`config.mk`:
```
export PLATFORM = sky130hd
export DESIGN_NAME = if_fetch
export DESIGN_NICKNAME = d
export VERILOG_FILES = /design/src/rtl/if_fetch_pkg.sv /design/src/rtl/if_id_reg.sv /design/src/rtl/if_fetch.sv
export SDC_FILE = /design/constraint.sdc
export NUM_CORES = 1
export LEC_CHECK = 0
export ABC_AREA = 1
export CORE_MARGIN = 2
export CORE_UTILIZATION = 49
export DETAILED_ROUTE_END_ITERATION = 10
export GPL_TIMING_DRIVEN = 0
export PLACE_DENSITY = 0.81
export SYNTH_ARGS = -nofsm -noshare
export SYNTH_HDL_FRONTEND = slang
export SYNTH_HIERARCHICAL = 1
export SYNTH_SLANG_ARGS = --single-unit
```
`constraint.sdc`:
```
create_clock -name clk -period 2.1 [get_ports clk]
set_input_delay 0.42 -clock clk [delete_from_list [all_inputs] [get_ports clk]]
set_output_delay 0.42 -clock clk [all_outputs]
set_load 0.005 [all_outputs]
```
`src/rtl/if_fetch_pkg.sv`:
```
// ============================================================================
// if_fetch_pkg
// ----------------------------------------------------------------------------
// Shared constants and types for the instruction-fetch stage.
//   InstAddrWidth / InstDataWidth : instruction address / data bus widths
//   ZeroWord                      : all-zero word
//   ChipEnable / ChipDisable      : ROM chip-enable levels
//   NopInst                       : canonical MIPS NOP (sll $0,$0,0)
//   InstStep                      : byte distance between sequential fetches
//   pc_src_e                      : selects where the next PC comes from
//   pc_seq()                      : sequential PC increment, wraps at 2^32
// ============================================================================
package if_fetch_pkg;

    localparam int InstAddrWidth = 32;
    localparam int InstDataWidth = 32;

    localparam logic [InstDataWidth-1:0] ZeroWord    = 32'h0000_0000;
    localparam logic                     ChipEnable  = 1'b1;
    localparam logic                     ChipDisable = 1'b0;
    localparam logic [InstDataWidth-1:0] NopInst     = 32'h0000_0000;
    localparam logic [InstAddrWidth-1:0] InstStep    = 32'd4;

    // Source of the PC loaded on the next rising edge.
    typedef enum logic [2:0] {
        PC_SRC_HOLD   = 3'd0,
        PC_SRC_FLUSH  = 3'd1,
        PC_SRC_BRANCH = 3'd2,
        PC_SRC_REDIR  = 3'd3,
        PC_SRC_SEQ    = 3'd4
    } pc_src_e;

    // Plain modulo-2^32 add: 0xFFFF_FFFC rolls over to 0x0000_0000.
    function automatic logic [InstAddrWidth-1:0] pc_seq(
        input logic [InstAddrWidth-1:0] pc
    );
        return pc + InstStep;
    endfunction

endpackage : if_fetch_pkg

```
`src/rtl/if_id_reg.sv`:
```
// ============================================================================
// if_id_reg
// ----------------------------------------------------------------------------
// IF/ID pipeline register. Captures the fetched word and its PC for decode.
// Flush squashes the held instruction to NOP_INST (valid=0) regardless of
// stall; stall alone holds the contents; otherwise the fetch side is loaded.
//
// Optional feature macro: IF_FETCH_ALIGN_CHECK_EN adds the fetch-exception
// flag (fetch_excp -> id_excp).
//
// Ports:
//   clk          in   clock, rising edge
//   rst          in   asynchronous active-low reset
//   stall        in   hold contents
//   flush        in   squash contents to NOP (wins over stall)
//   fetch_pc     in   PC of the word being fetched this cycle
//   fetch_inst   in   word being fetched this cycle
//   fetch_valid  in   fetched word is a real instruction
//   fetch_excp   in   fetch-address exception (macro only)
//   id_pc        out  held PC
//   id_inst      out  held instruction
//   id_valid     out  held instruction is real
//   id_excp      out  held fetch exception (macro only)
// ============================================================================
module if_id_reg
    import if_fetch_pkg::*;
#(
    parameter logic [InstDataWidth-1:0] NOP_INST = NopInst
) (
    input  logic                     clk,
    input  logic                     rst,
    input  logic                     stall,
    input  logic                     flush,
    input  logic [InstAddrWidth-1:0] fetch_pc,
    input  logic [InstDataWidth-1:0] fetch_inst,
    input  logic                     fetch_valid,
`ifdef IF_FETCH_ALIGN_CHECK_EN
    input  logic                     fetch_excp,
    output logic                     id_excp,
`endif
    output logic [InstAddrWidth-1:0] id_pc,
    output logic [InstDataWidth-1:0] id_inst,
    output logic                     id_valid
);

    logic [InstAddrWidth-1:0] pc_reg;
    logic [InstDataWidth-1:0] inst_reg;
    logic                     valid_reg;

    // The PC field is kept on a flush: only the instruction and its valid
    // bit carry meaning for a squashed slot.
    always_ff @(posedge clk or negedge rst) begin
        if (!rst) begin
            pc_reg    <= ZeroWord;
            inst_reg  <= NOP_INST;
            valid_reg <= 1'b0;
        end else if (flush) begin
            inst_reg  <= NOP_INST;
            valid_reg <= 1'b0;
        end else if (!stall) begin
            pc_reg    <= fetch_pc;
            inst_reg  <= fetch_inst;
            valid_reg <= fetch_valid;
        end
    end

`ifdef IF_FETCH_ALIGN_CHECK_EN
    logic excp_reg;

    always_ff @(posedge clk or negedge rst) begin
        if (!rst) begin
            excp_reg <= 1'b0;
        end else if (flush) begin
            excp_reg <= 1'b0;
        end else if (!stall) begin
            excp_reg <= fetch_excp;
        end
    end

    assign id_excp = excp_reg;
`endif

    assign id_pc    = pc_reg;
    assign id_inst  = inst_reg;
    assign id_valid = valid_reg;

endmodule : if_id_reg

```
`src/rtl/if_fetch.sv`:
```
// ============================================================================
// if_fetch
// ----------------------------------------------------------------------------
// Instruction-fetch stage of the MIPS pipeline. Owns the PC, drives the
// combinational instruction ROM, and fills the IF/ID register. Supports
// stall, taken branch with delay slot (the word fetched alongside the branch
// is passed on, not squashed), exception flush, and a branch that arrives
// while stalled (remembered and applied on the first unstalled edge).
//
// Optional feature macro: IF_FETCH_ALIGN_CHECK_EN. When defined, a PC with
// non-zero low bits is not sent to the ROM; IF/ID reports a fetch exception
// with the bad PC and the PC holds until a flush. When undefined the port
// id_excp_o does not exist and the low PC bits pass to the ROM unchanged.
//
// Ports:
//   clk              in   clock, rising edge
//   rst              in   asynchronous active-low reset
//   stall_i          in   hold PC and IF/ID
//   flush_i          in   exception flush: squash IF/ID, PC <= flush_pc_i
//   flush_pc_i       in   exception vector
//   branch_flag_i    in   taken branch/jump resolved in ID
//   branch_target_i  in   branch destination
//   rom_ce_o         out  ROM chip enable
//   rom_addr_o       out  ROM byte address (= PC)
//   rom_inst_i       in   ROM data, combinational from rom_addr_o
//   id_pc_o          out  PC of instruction in IF/ID
//   id_inst_o        out  instruction in IF/ID
//   id_valid_o       out  IF/ID holds a real fetched instruction
//   id_excp_o        out  fetch-address exception (macro only)
// ============================================================================
module if_fetch
    import if_fetch_pkg::*;
#(
    parameter logic [InstAddrWidth-1:0] RESET_PC = 32'h0000_0000,
    parameter logic [InstDataWidth-1:0] NOP_INST = NopInst
) (
    input  logic                     clk,
    input  logic                     rst,
    input  logic                     stall_i,
    input  logic                     flush_i,
    input  logic [InstAddrWidth-1:0] flush_pc_i,
    input  logic                     branch_flag_i,
    input  logic [InstAddrWidth-1:0] branch_target_i,
    output logic                     rom_ce_o,
    output logic [InstAddrWidth-1:0] rom_addr_o,
    input  logic [InstDataWidth-1:0] rom_inst_i,
    output logic [InstAddrWidth-1:0] id_pc_o,
    output logic [InstDataWidth-1:0] id_inst_o,
`ifdef IF_FETCH_ALIGN_CHECK_EN
    output logic                     id_excp_o,
`endif
    output logic                     id_valid_o
);

    // ------------------------------------------------------------------
    // State
    // ------------------------------------------------------------------
    logic                     ce_q;
    logic [InstAddrWidth-1:0] pc_q;
    logic [InstAddrWidth-1:0] pc_next;
    logic                     redir_pend_q;
    logic                     redir_pend_next;
    logic [InstAddrWidth-1:0] redir_tgt_q;
    logic [InstAddrWidth-1:0] redir_tgt_next;
    pc_src_e                  pc_src;

    // Fetch-side values presented to the IF/ID register.
    logic                     fetch_valid;
    logic [InstDataWidth-1:0] fetch_inst;

    // A misaligned PC freezes fetch; without the check it is simply never set.
    logic                     misaligned;

`ifdef IF_FETCH_ALIGN_CHECK_EN
    assign misaligned = ce_q && (pc_q[1:0] != 2'b00);
`else
    assign misaligned = 1'b0;
`endif

    // ------------------------------------------------------------------
    // Fetch enable: comes up one edge after reset release and stays up.
    // ------------------------------------------------------------------
    always_ff @(posedge clk or negedge rst) begin
        if (!rst) begin
            ce_q <= ChipDisable;
        end else begin
            ce_q <= ChipEnable;
        end
    end

    // ------------------------------------------------------------------
    // Next-PC source selection (priority order).
    // ------------------------------------------------------------------
    always_comb begin
        pc_src = PC_SRC_HOLD;
        if (!ce_q) begin
            pc_src = PC_SRC_HOLD;
        end else if (flush_i) begin
            pc_src = PC_SRC_FLUSH;
        end else if (misaligned) begin
            // Bad fetch address: only a flush gets the stage moving again.
            pc_src = PC_SRC_HOLD;
        end else if (stall_i) begin
            pc_src = PC_SRC_HOLD;
        end else if (branch_flag_i) begin
            pc_src = PC_SRC_BRANCH;
        end else if (redir_pend_q) begin
            pc_src = PC_SRC_REDIR;
        end else begin
            pc_src = PC_SRC_SEQ;
        end
    end

    always_comb begin
        pc_next = pc_q;
        case (pc_src)
            PC_SRC_FLUSH:  pc_next = flush_pc_i;
            PC_SRC_BRANCH: pc_next = branch_target_i;
            PC_SRC_REDIR:  pc_next = redir_tgt_q;
            PC_SRC_SEQ:    pc_next = pc_seq(pc_q);
            default:       pc_next = pc_q;
        endcase
    end

    // ------------------------------------------------------------------
    // Deferred redirect. A branch seen during a stall cannot move the PC
    // (the current word has not been captured yet), so it is parked here
    // and replayed on the first unstalled edge. A newer branch in the same
    // stall overwrites the older one. Any PC-changing event consumes it.
    // ------------------------------------------------------------------
    always_comb begin
        redir_pend_next = redir_pend_q;
        redir_tgt_next  = redir_tgt_q;
        if (ce_q) begin
            if (flush_i) begin
                redir_pend_next = 1'b0;
            end else if (misaligned) begin
                redir_pend_next = redir_pend_q;
            end else if (stall_i) begin
                if (branch_flag_i) begin
                    redir_pend_next = 1'b1;
                    redir_tgt_next  = branch_target_i;
                end
            end else if (branch_flag_i || redir_pend_q) begin
                redir_pend_next = 1'b0;
            end
        end
    end

    always_ff @(posedge clk or negedge rst) begin
        if (!rst) begin
            pc_q         <= RESET_PC;
            redir_pend_q <= 1'b0;
            redir_tgt_q  <= ZeroWord;
        end else begin
            pc_q         <= pc_next;
            redir_pend_q <= redir_pend_next;
            redir_tgt_q  <= redir_tgt_next;
        end
    end

    // ------------------------------------------------------------------
    // ROM interface and fetch-side data.
    // ------------------------------------------------------------------
    assign rom_ce_o    = ce_q && !misaligned;
    assign rom_addr_o  = pc_q;
    assign fetch_valid = ce_q && !misaligned;
    assign fetch_inst  = fetch_valid ? rom_inst_i : NOP_INST;

    // ------------------------------------------------------------------
    // IF/ID pipeline register.
    // ------------------------------------------------------------------
    if_id_reg #(
        .NOP_INST    (NOP_INST)
    ) u_if_id_reg (
        .clk         (clk),
        .rst         (rst),
        .stall       (stall_i),
        .flush       (flush_i),
        .fetch_pc    (pc_q),
        .fetch_inst  (fetch_inst),
        .fetch_valid (fetch_valid),
`ifdef IF_FETCH_ALIGN_CHECK_EN
        .fetch_excp  (misaligned),
        .id_excp     (id_excp_o),
`endif
        .id_pc       (id_pc_o),
        .id_inst     (id_inst_o),
        .id_valid    (id_valid_o)
    );

endmodule : if_fetch

```
# After elaboration in Yosys (flattened, before gate mapping)
# Index checks and enable logic that the tools add are counted.
# Widths: inputs -> output; s select.
[totals]
register_bits = 131
latchBits = 0
mem_bits_rw = 0
rom_bits = 0
in_bits = 101
word_cells = 37
mem_count = 0
[classes]
addsub = 1
n_mul = 0
n_div = 0
n_lt_le_gt_ge = 0
n_eq_ne = 6
n_shift = 0
muxes = 15
bitwise_logic = 2
n_reduce_logical = 6
[ops]
columns = ["cell", "n"]
rows = [
  ["$pmux 32 s4", 1],
  ["$mux 32", 3],
  ["$add 32x3->32 const B", 1],
  ["$mux 3", 5],
  ["$eq 3x2->1 const B", 2],
  ["$mux 1", 6],
  ["$reduce_and 4->1", 1],
  ["$reduce_bool 4->1", 1],
  ["$eq 3x1->1 const B", 1],
  ["$eq 3x3->1 const B", 1],
  ["$ne 3x1->1 const B", 1],
  ["$reduce_and 3->1", 1],
  ["$reduce_bool 3->1", 1],
  ["$ne 2x1->1 const B", 1],
  ["$not 1->1", 2],
  ["$reduce_and 2->1", 1],
  ["$logic_or 1x1->1", 1],
]

# Logic depth before layout (Yosys ltp)
# Gate-level depths: netlist of run 1.
[logic_depth]
word_depth = 7
depth_mapped = 11
depth_no_buf = 11

# Hierarchy
# The synthesis of run 1 kept the hierarchy.
[by_module_without_submodules]
columns = ["mod", "instances", "cells_each", "area_each_um2", "seq_area_each_um2"]
rows = [
  ["if_fetch", 1, 704, 4578.1, 1651.6],
  ["if_id_reg", 1, 282, 2572.5, 1626.6],
]

# Worst setup path before layout of run 1
# No wires, ideal clock.
[synth_path]
path_kind = "reg-to-reg"
start = "register pc_q[2], in the netlist rom_addr_o[2]"
end = "register pc_q[22], in the netlist rom_addr_o[22]"
setup_time_ps = 116
arrival_time_ps = 1427
required_time_ps = 1984
slack_ps = 557
path_stages_with_launch = 11
period_less_slack_ps = 1543
path_cell_list = "dfrtp_1 > ha_1 > nand2_1 > nor2_1 > nand2_1 > nor2_1 > nand3_1 > nand3_1 > nand2_1 > nand2_1 > nand2_1"
[synth_via]
elab_chain_len = 2
[synth_rtl]
columns = ["element", "line_no", "rtl"]
rows = [
  ["start: declaration", "if_fetch.sv:59", "logic [InstAddrWidth-1:0] pc_q;"],
  ["start signal: assignment", "if_fetch.sv:156", "pc_q <= pc_next;"],
  ["$add 32x3->32", "if_fetch_pkg.sv:37", "return pc + InstStep;"],
  ["$pmux 32 s4", "if_fetch.sv:116", "case (pc_src)"],
]
# No other way between the ends.
# A chain may end at the register's enable or synchronous reset.

# Worst setup path after layout of run 1
[layout_path]
start = "input stall_i"
end = "register pc_q[29], in the netlist rom_addr_o[29]"
[layout_via]
elab_chain_len = 5
[layout_rtl]
columns = ["element", "line_no", "rtl"]
rows = [
  ["start: declaration", "if_fetch.sv:39", "input logic stall_i,"],
  ["$mux 3 (*)", "if_fetch.sv:103", "end else if (stall_i) begin"],
  ["$mux 3 (*)", "if_fetch.sv:98", "end else if (flush_i) begin"],
  ["$mux 3 (*)", "if_fetch.sv:96", "if (!ce_q) begin"],
  ["$eq 3x3->1 (tied with other cells)", "if_fetch.sv:116", ""],
  ["$pmux 32 s4 or $reduce_bool 4->1 (tied branches)", "n/a", ""],
]
# Mark *: on every way between the ends. The rest lies on a longest branch, timed or not.

==> impl_metrics.yaml, run 1 <==
finish:
  drive_above_1_share_pct: 8.13
  n_antenna_cell: 0
  final_nets: 1308
  fin_area_sq_mm: 0.0100
  area_growth_pct: 40.0
worst_setup_path:
  worst-setup-path-type: "in -> reg"
  crit_path_start_kind: "primary input"
  critical_path.max_fanout: 10
  required_ns: 2.40
  worst_setup_path_end_kind: "flop"
  crit_arrival_ns: 2.33
clock_network:
  cts_root_buf: "clkbuf_16"
  cts_inserted_buffers: 17
  cts_buffer_depth: 2
  h-tree-depth: 4
  insertion_delay_ns: 0.43
  clk_pin_slew_ns: 0.06
  cts.sinks: 131
  cts_tree: "built"
yosys:
  synth_most_common_cell: "nand2_1"
  synth_ff_type: "dfrtp_1"
  synth_commonest_cells: "nand2_1 (366), dfrtp_1 (131), inv_1 (101)"
  synth_area_leaders: "dfrtp_1 (46%), nand2_1 (19%), nand3_1 (6.9%), inv_1 (5.3%), o21ai_0 (5.0%)"
  yosysSeqAreaShare_pct: 45.8
  synth-seq-cells: 131
  synth_cells: 986
  syn_avg_cell_area_sq_um: 7.25
  synth_top_cell_area_share_pct: 45.8
  synth_edf_count: 0
  yosysWarningCount: 6
  ys_async_sr_fraction_pct: 100
  synth_nets: 1089
  synth_area_leader_cell: "dfrtp_1"
  netlist_area_sq_mm: 0.00715
  synth_cell_type_count: 34
placement:
  place_area_sq_mm: 0.00939
  hpwl_um: 16200
  pre_cts_ws_ns: -0.451
  globalplace.congestion: 0.953
  port_buffers: 198
detailed_routing:
  drt-initial-drc-count: 395
  wl_per_cell_um: 15.5
  drc: 0
  vias_per_cell: 5.21
  wl_um: 21800
  firstDrtPassIters: 7
  vias: 7310
  ant_nets: 0
sta:
  maxSlewViolCount: 0
  hold_viol: 0
  slew_headroom_pct: 59.1
  rsz0062_at_grt: "false"
  worstMarginPinSlew_ns: 0.613
  clock.fmax_mhz: 493
  clock-skew-final_ns: 0.00520
  final-setup-viol-count: 0
  fin_crit_ns: 2.03
  finalCritPeriodShare_pct: 96.6
  setup_ws_ns: 0.0704
global_routing:
  grt_pass1_wl_um: 35100
  grt_pass1_vias: 6982
  gr-total-overflow: 0
  antenna_found_initial: 0
  grt_max_degree: 77
  grt_usage_pct: 28.4
die:
  initial_core_util_pct: 49.8
  die_area_sq_mm: 0.0156
  io_pins: 199
  die_h_um: 125
  std_cell_rows: 44
  die_w_um: 125
  fp.coreArea_sq_mm: 0.0144
power:
  power_density_mw_per_mm2: 789
  ir_drop_mv: 0.560
  power_mw: 7.90
  leakage_nw: 4.98
status:
  status: "complete, no violations"
hold_path:
  min_path_type: "reg -> reg"
job:
  maxCapViolations: 0
==> power by group <==
part | switching, mW | leakage, nW | internal (mW)
logic | 0.759 | 3.03 | 0.881
clock network | 1.09 | 0.299 | 1.94
registers | 0.348 | 1.64 | 2.89
total | 2.20 | 4.98 | 5.70
==> placed cells by master, fill, tap and decap left out, types with 2 or more instances in the layout <==
cell and count:
o21bai_1 3, inv_1 101, dfrtp_1 131, clkbuf_16 17
nand3_1 98, o21ai_1 2, clkinv_2 2, buf_2 16
o21ai_0 72, inv_2 4, nor2_4 2, bufinv_16 2
clkbuf_8 6, nand2_1 366, nand2_4 2, clkbuf_1 15
o2111ai_1 2, clkinv_4 2, nand2_2 4, clkdlybuf4s50_1 196
buf_6 9, buf_4 6, a31oi_1 3, nand4_1 2
or2_2 3, nor2_1 94, a21oi_1 19, o211ai_1 5
mux2_2 18, ha_1 2
==> cell families (layout without fill, tap and decap cells) <==
kind of cell	Yosys count	count (layout)	share of synthesized area [%]
AO/OA/AOI/OAI	108	108	8.19
XOR/XNOR	1	1	0.123
adder cells (fa/ha/maj)	2	2	0.350
multiplexers	18	18	2.83
flip-flops	131	131	45.8
other	1	1	0.0524
AND/OR/NAND/NOR	576	576	33.4
buffers and inverters	149	381	9.26
==> layout make-up <==
cell class	instances	area [sq um]
sequential	131	3280
fill	1184	4360
timing repair buffer	200	2020
inverter	105	394
clock inverter	7	95.1
multi-input combinational	706	3210
tap	184	230
clock buffer	25	515
buffer	44	268
==> metrics by stage <==
step	TNS, ns	hold slack [ns]	instances	util, %
2_1_floorplan	0	0.124	986	-
3_3_place_gp	-631.42	0.466	1368	65.2
3_5_place_dp	-21.84	0.421	1369	65.4
4_1_cts	0	0.488	1402	69.7
5_1_grt	0	0.512	1402	69.7
6_report	0	0.492	1402	69.7
==> what timing repair did <==
action                                 in CTS  in global routing
hold buffers                                1                  0
endpoints found under the hold margin      55                  0
setup endpoints to repair                   1                  0
resized for setup                           1                  0
buffers inserted                            0                  0
==> final timing paths <==
| kind | from | end | slack [ns] | cells past startpoint |
|---|---|---|---|---|
| max | stall_i | rom_addr_o[29] | 0.07 | 9 |
| min | redir_tgt_q[24] | redir_tgt_q[24] | 0.49 | 2 |
| max reg2reg | rom_ce_o | rom_addr_o[29] | 0.18 | 8 |
| min reg2reg | redir_tgt_q[24] | redir_tgt_q[24] | 0.49 | 2 |
| max in group asynchronous | rst | redir_tgt_q[21] | 0.81 | 3 |
| min in group asynchronous | rst | u_if_id_reg/id_inst[21] | 0.52 | 2 |
==> flip-flops by register name, indices dropped and copies added, names as in the netlist <==
name                  cells
u_if_id_reg/id_pc        32
redir_pend_q              1
rom_addr_o               32
u_if_id_reg/id_inst      32
u_if_id_reg/id_valid      1
rom_ce_o                  1
redir_tgt_q              32
==> per-layer routing <==
layer | up-vias | routed length, um | track usage (%) | share of wire [%]
li1 | 3543 | - | - | -
met1 | 3346 | 9020 | 36.4 | 41
met2 | 382 | 10200 | 46.0 | 47
met3 | 39 | 2000 | 7.47 | 9.2
met4 | 0 | 515 | 11.2 | 2.4
met5 | - | 0 | 0 | 0
==> critical path: stages <==
cell             delay [ns]
clkdlybuf4s50_1        0.70
inv_2                  0.11
nand4_4                0.19
nand2_1                0.20
buf_4                  0.23
nand3_1                0.07
nand2_1                0.07
nor2_1                 0.22
a21oi_1                0.11
Power figures use the tool's default switching activity.
==> inputs of run 2 (changes only) <==
- CORE_UTILIZATION: 49 -> 47
- PLACE_DENSITY: 0.81 -> 0.8
- SYNTH_HIERARCHICAL: 1 -> default
==> run 2 against run 1 <==
Compared with the run above:
- sequential share of layout area rose by 2.4 points
- synthesized area fell by 8.6%
- sequential cell count did not move
- setup slack improved by 0.043 ns
- wire length fell by 7.2%
==> impl_metrics.yaml, run 2 <==
sta:
  finalCritPeriodShare_pct: 94.6
  finalSetupTns_ns: 0
  rsz0062_at_grt: "false"
  fin_crit_ns: 1.99
  setup_ws_ns: 0.113
  clock.fmax_mhz: 503
  hold_viol: 0
  clock-skew-final_ns: 0.00658
  final-setup-viol-count: 0
  maxSlewViolCount: 0
  worstMarginPinSlew_ns: 0.575
  slew_headroom_pct: 61.7
clock_network:
  insertion_delay_ns: 0.42
  h-tree-depth: 4
  cts_inserted_buffers: 17
  cts_buffer_depth: 2
  cts.sinks: 131
  cts_tree: "built"
  cts_root_buf: "clkbuf_16"
  clk_pin_slew_ns: 0.06
worst_setup_path:
  reg2reg_depth: 10
  critical_path.max_fanout: 10
  crit_arrival_ns: 2.27
  worst_setup_path_end_kind: "flop"
  ff2ff_setup_slack_ns: 0.24
  required_ns: 2.39
  worst-setup-path-type: "in -> reg"
  r2r_start: "rom_addr_o[3]"
  crit_path_start_kind: "primary input"
  r2r-end: "rom_addr_o[18]"
yosys:
  yosysSeqAreaShare_pct: 50.2
  synth_edf_count: 0
  synth_most_common_cell: "nand2_1"
  synth_cells: 830
  synth_top_cell_area_share_pct: 50.2
  synth_cell_type_count: 33
  synth_commonest_cells: "nand2_1 (252), dfrtp_1 (131), nor2_1 (93)"
  synth-seq-cells: 131
  netlist_area_sq_mm: 0.00653
  ys_async_sr_fraction_pct: 100
  synth_nets: 932
  synth_ff_type: "dfrtp_1"
  synth_area_leader_cell: "dfrtp_1"
  synth_area_leaders: "dfrtp_1 (50%), nand2_1 (14%), o21ai_0 (5.7%), nor2_1 (5.3%), inv_1 (4.7%)"
  yosysWarningCount: 0
  syn_avg_cell_area_sq_um: 7.87
global_routing:
  grt_max_degree: 99
  gr-total-overflow: 0
  antenna_found_initial: 0
  grt_pass1_wl_um: 32000
  grt_usage_pct: 28.3
  grt_pass1_vias: 6322
status:
  status: "complete, no violations"
die:
  die_w_um: 122
  die_area_sq_mm: 0.0149
  initial_core_util_pct: 47.6
  die_h_um: 122
  fp.coreArea_sq_mm: 0.0137
  std_cell_rows: 43
  io_pins: 199
placement:
  pre_cts_ws_ns: -0.373
  port_buffers: 197
  hpwl_um: 15600
  globalplace.congestion: 0.910
hold_path:
  holdPathEnd: "u_if_id_reg.id_pc[3]"
  hold_start: "flush_i"
  hold_depth: 4
  min_path_type: "in -> reg"
finish:
  drive_above_1_share_pct: 7.17
  n_antenna_cell: 0
  mostFrequentLayoutCell: "nand2_1"
  final_util_pct: 68.1
  area_growth_pct: 42.9
  final_cell_mix: "nand2_1 (252), clkdlybuf4s50_1 (196), dfrtp_1 (131)"
  final_nets: 1150
detailed_routing:
  wl_per_cell_um: 16.3
  firstDrtPassIters: 5
  drc: 0
  vias_per_cell: 5.20
  ant_nets: 0
  wl_um: 20200
  drt-initial-drc-count: 424
  vias: 6451
power:
  leakage_nw: 4.37
  ir_drop_mv: 0.541
  power_mw: 7.42
  power_density_mw_per_mm2: 794
job:
  maxCapViolations: 0
[run 2: worst max-delay path by stage]
| stage | start | to | slack (ns) | cells after the start |
|---|---|---|---|---|
| 6_report | stall_i | rom_addr_o[16] | 0.11 | 8 |
| 5_1_grt | stall_i | rom_addr_o[16] | 0.04 | 8 |
| 2_1_floorplan | rom_addr_o[3] | rom_addr_o[16] | 0.57 | 8 |
| 3_5_place_dp | stall_i | rom_addr_o[28] | -0.37 | 8 |
| 3_3_place_gp | rst | u_if_id_reg.id_pc[0] | -4.53 | 1 |
| 4_1_cts | stall_i | rom_addr_o[28] | 0.06 | 8 |
[run 2: logic make-up after synthesis]
group	after synthesis	share of synthesized area, %
compound gates	146	13.4
fa+ha+maj	1	0.191
buf+inv	121	7.51
flops	131	50.2
mux	15	2.59
other cells	1	0.0574
simple gates	415	26.1
[run 2: cell type report]
cell class	count	area [sq um]
Buffer	33	160
Clock buffer	22	484
Clock inverter	9	80.1
Fill cell	1172	4380
Inverter	88	332
Multi-Input combinational cell	578	2770
Sequential cell	131	3280
Tap cell	180	225
Timing Repair Buffer	199	2010
[run 2: critical path, cell delays in order]
cell and delay, ns:
clkdlybuf4s50_1 0.51, nor2_8 0.23, nand2_4 0.11, clkinv_2 0.16, buf_2 0.28, o21ai_0 0.14
o22ai_1 0.30, a21oi_1 0.12
[run 2: per-layer routing]
layer  wire [um]  GRT usage [%]  up-vias
li1            -              -     3113
met1        8080           35.2     2989
met2        9670           47.0      309
met3        1920           8.05       40
met4         526           10.9        0
met5           0              0        -
[run 2: what timing repair did]
| action | 4_1_cts | 5_1_grt |
|---|---|---|
| buffers inserted | 0 | 0 |
| hold buffers | 1 | 0 |
| resized for setup | 0 | 3 |
| endpoints found under the hold margin | 33 | 0 |
| endpoints found under the setup margin | 0 | 4 |
[run 2: power breakdown]
group | switching [mW] | internal [mW] | total, mW
combinational | 0.653 | 0.794 | 1.45
clock | 1.08 | 1.74 | 2.82
sequential | 0.287 | 2.87 | 3.15
total | 2.02 | 5.40 | 7.42
[run 2: stage by stage]
step           hold slack (ns)  cell area [sq um]  cells
3_3_place_gp             0.456               8730   1207
6_report                 0.363               9340   1240
5_1_grt                  0.370               9340   1240
4_1_cts                  0.351               9330   1240
2_1_floorplan            0.124               6530    830
3_5_place_dp             0.327               8760   1208
==> inputs of run 3 (changes only) <==
- CORE_UTILIZATION: 47 -> 39
- PLACE_DENSITY: 0.8 -> 0.68
==> run 3 against run 2 <==
Compared with the run above:
- sequential power barely moved
- clock power is 14% higher
- power up 5.4%
- clock-buffer cell count grew 1
- non-clock buffer count down 1
- critical path depth grew 3
- register-to-register slack worse by 0.07 ns
- wire length is 4.9% higher
- maximum frequency decreased by 1.1%
- global-route usage fell by 3.8 points
- clock skew increased by 0.0033 ns
- largest power group is now the clock network
==> impl_metrics.yaml, run 3 (same netlist as run 2, synthesis figures left out) <==
power:
  power_density_mw_per_mm2: 827
  ir_drop_mv: 0.599
  leakage_nw: 4.40
  power_mw: 7.82
status:
  status: "complete, no violations"
placement:
  port_buffers: 197
  globalplace.congestion: 0.914
  hpwl_um: 16300
  place_area_sq_mm: 0.00881
die:
  initial_core_util_pct: 39.7
  die_w_um: 133
  std_cell_rows: 47
  die_h_um: 133
  io_pins: 199
  fp.coreArea_sq_mm: 0.0165
  die_area_sq_mm: 0.0178
hold_path:
  min_path_type: "in -> async"
sta:
  rsz0062_at_grt: "false"
  clock.fmax_mhz: 498
  worstMarginPinSlew_ns: 0.741
  final-setup-viol-count: 0
  maxSlewViolCount: 0
  finalCritPeriodShare_pct: 95.6
  fin_crit_ns: 2.01
  hold_viol: 0
  clock-skew-final_ns: 0.00992
  slew_headroom_pct: 50.6
finish:
  area_growth_pct: 44.7
  nFillCells: 1535
  mostFrequentLayoutCell: "nand2_1"
  drive_above_1_share_pct: 7.17
  fin_area_sq_mm: 0.00945
  final_nets: 1149
  n_antenna_cell: 0
  final_cell_mix: "nand2_1 (252), clkdlybuf4s50_1 (196), dfrtp_1 (131)"
worst_setup_path:
  path_depth: 11
  path_delay_family: "buffers and inverters"
  crit_path_start_kind: "primary input"
  crit_arrival_ns: 2.37
  cp_slowest_cell: "clkdlybuf4s50_1"
  r2r_start: "rom_addr_o[3]"
  r2r-end: "rom_addr_o[30]"
  required_ns: 2.46
  reg2reg_depth: 10
  worst_setup_path_end_kind: "flop"
  path_buf_inv: 4
  cp_cell_sequence: "clkdlybuf4s50_1 -> nor2_8 -> nand2_4 -> clkinv_2 -> nand2_4 -> inv_2 -> buf_2 -> nand3_1 -> nand2_1 -> nand2_1 -> nand2_1"
  worst-setup-path-type: "in -> reg"
  cpPeakStageDelay_ns: 0.52
  ff2ff_setup_slack_ns: 0.17
  critical_path.max_fanout: 10
  cpMostUsedCell: "nand2_1"
global_routing:
  gr-total-overflow: 0
  grt_pass1_vias: 6316
  grt_usage_pct: 24.5
  antenna_found_initial: 1
  grt_pass1_wl_um: 33400
  grt_max_degree: 77
detailed_routing:
  drc: 0
  vias_per_cell: 4.90
  ant_nets: 0
  vias: 6278
  drt-initial-drc-count: 576
  wl_um: 21200
  firstDrtPassIters: 5
  wl_per_cell_um: 16.6
clock_network:
  h-tree-depth: 4
  clk_pin_slew_ns: 0.06
  cts_buffer_depth: 2
  insertion_delay_ns: 0.43
  cts_inserted_buffers: 17
  cts.sinks: 131
  cts_root_buf: "clkbuf_16"
  cts_tree: "built"
job:
  maxCapViolations: 0
[run 3: worst max-delay path by stage]
stage / from / end
CTS: stall_i / rom_addr_o[28]
detailed placement: stall_i / rom_addr_o[28]
floorplan: rom_addr_o[3] / rom_addr_o[16]
global route: stall_i / rom_addr_o[30]
global placement: rst / u_if_id_reg.id_pc[8]
finish: stall_i / rom_addr_o[30]
[run 3: area by class of cell]
type | count | area [sq um] | share of cell area (%)
flip-flops and latches | 131 | 3280 | 34.7
multi-input cells | 578 | 2770 | 29.3
repair buffers | 198 | 2000 | 21.2
clock buffers | 23 | 488 | 5.16
inverters | 88 | 332 | 3.51
well taps | 220 | 275 | 2.91
plain buffers | 33 | 160 | 1.69
clock inverters | 9 | 150 | 1.59
[run 3: worst reg2reg max path, delay by kind of cell, from the launching register on]
family / cells / cell delay, ns
simple gates: 9 / 1.14
fa+ha+maj: 1 / 0.23
flops: 1 / 0.47
[run 3: routing by layer]
metal  wire (um)  global-route usage (%)
met3        1860                    8.37
met2       10000                    40.0
met4         340                    7.45
met5          13                       0
met1        8980                    31.0
[run 3: power by group]
part	switching [mW]	internal [mW]
logic	0.655	0.793
registers	0.291	2.87
clock network	1.11	2.11
total	2.05	5.77
[run 3: what timing repair did]
action / in CTS / in global routing
resized for setup: 0 / 3
setup endpoints to repair: 0 / 3
hold buffers: 0 / 0
buffers inserted: 0 / 0
[run 3: through the flow]
| step | TNS, ns | util, % | setup slack [ns] | std cells | hold WS [ns] |
|---|---|---|---|---|---|
| final | 0 | 57.4 | 0.0919 | 1280 | 0.0130 |
| after global placement | -618.50 | 53.3 | -4.67 | 1247 | 0.456 |
| after CTS | 0 | 57.4 | 0.0760 | 1280 | 0.0458 |
| after floorplan | 0 | - | 0.570 | 830 | 0.124 |
| after global routing | 0 | 57.4 | 0.0273 | 1280 | 0.0654 |
| after detailed placement | -9.18 | 53.5 | -0.367 | 1248 | 0.466 |
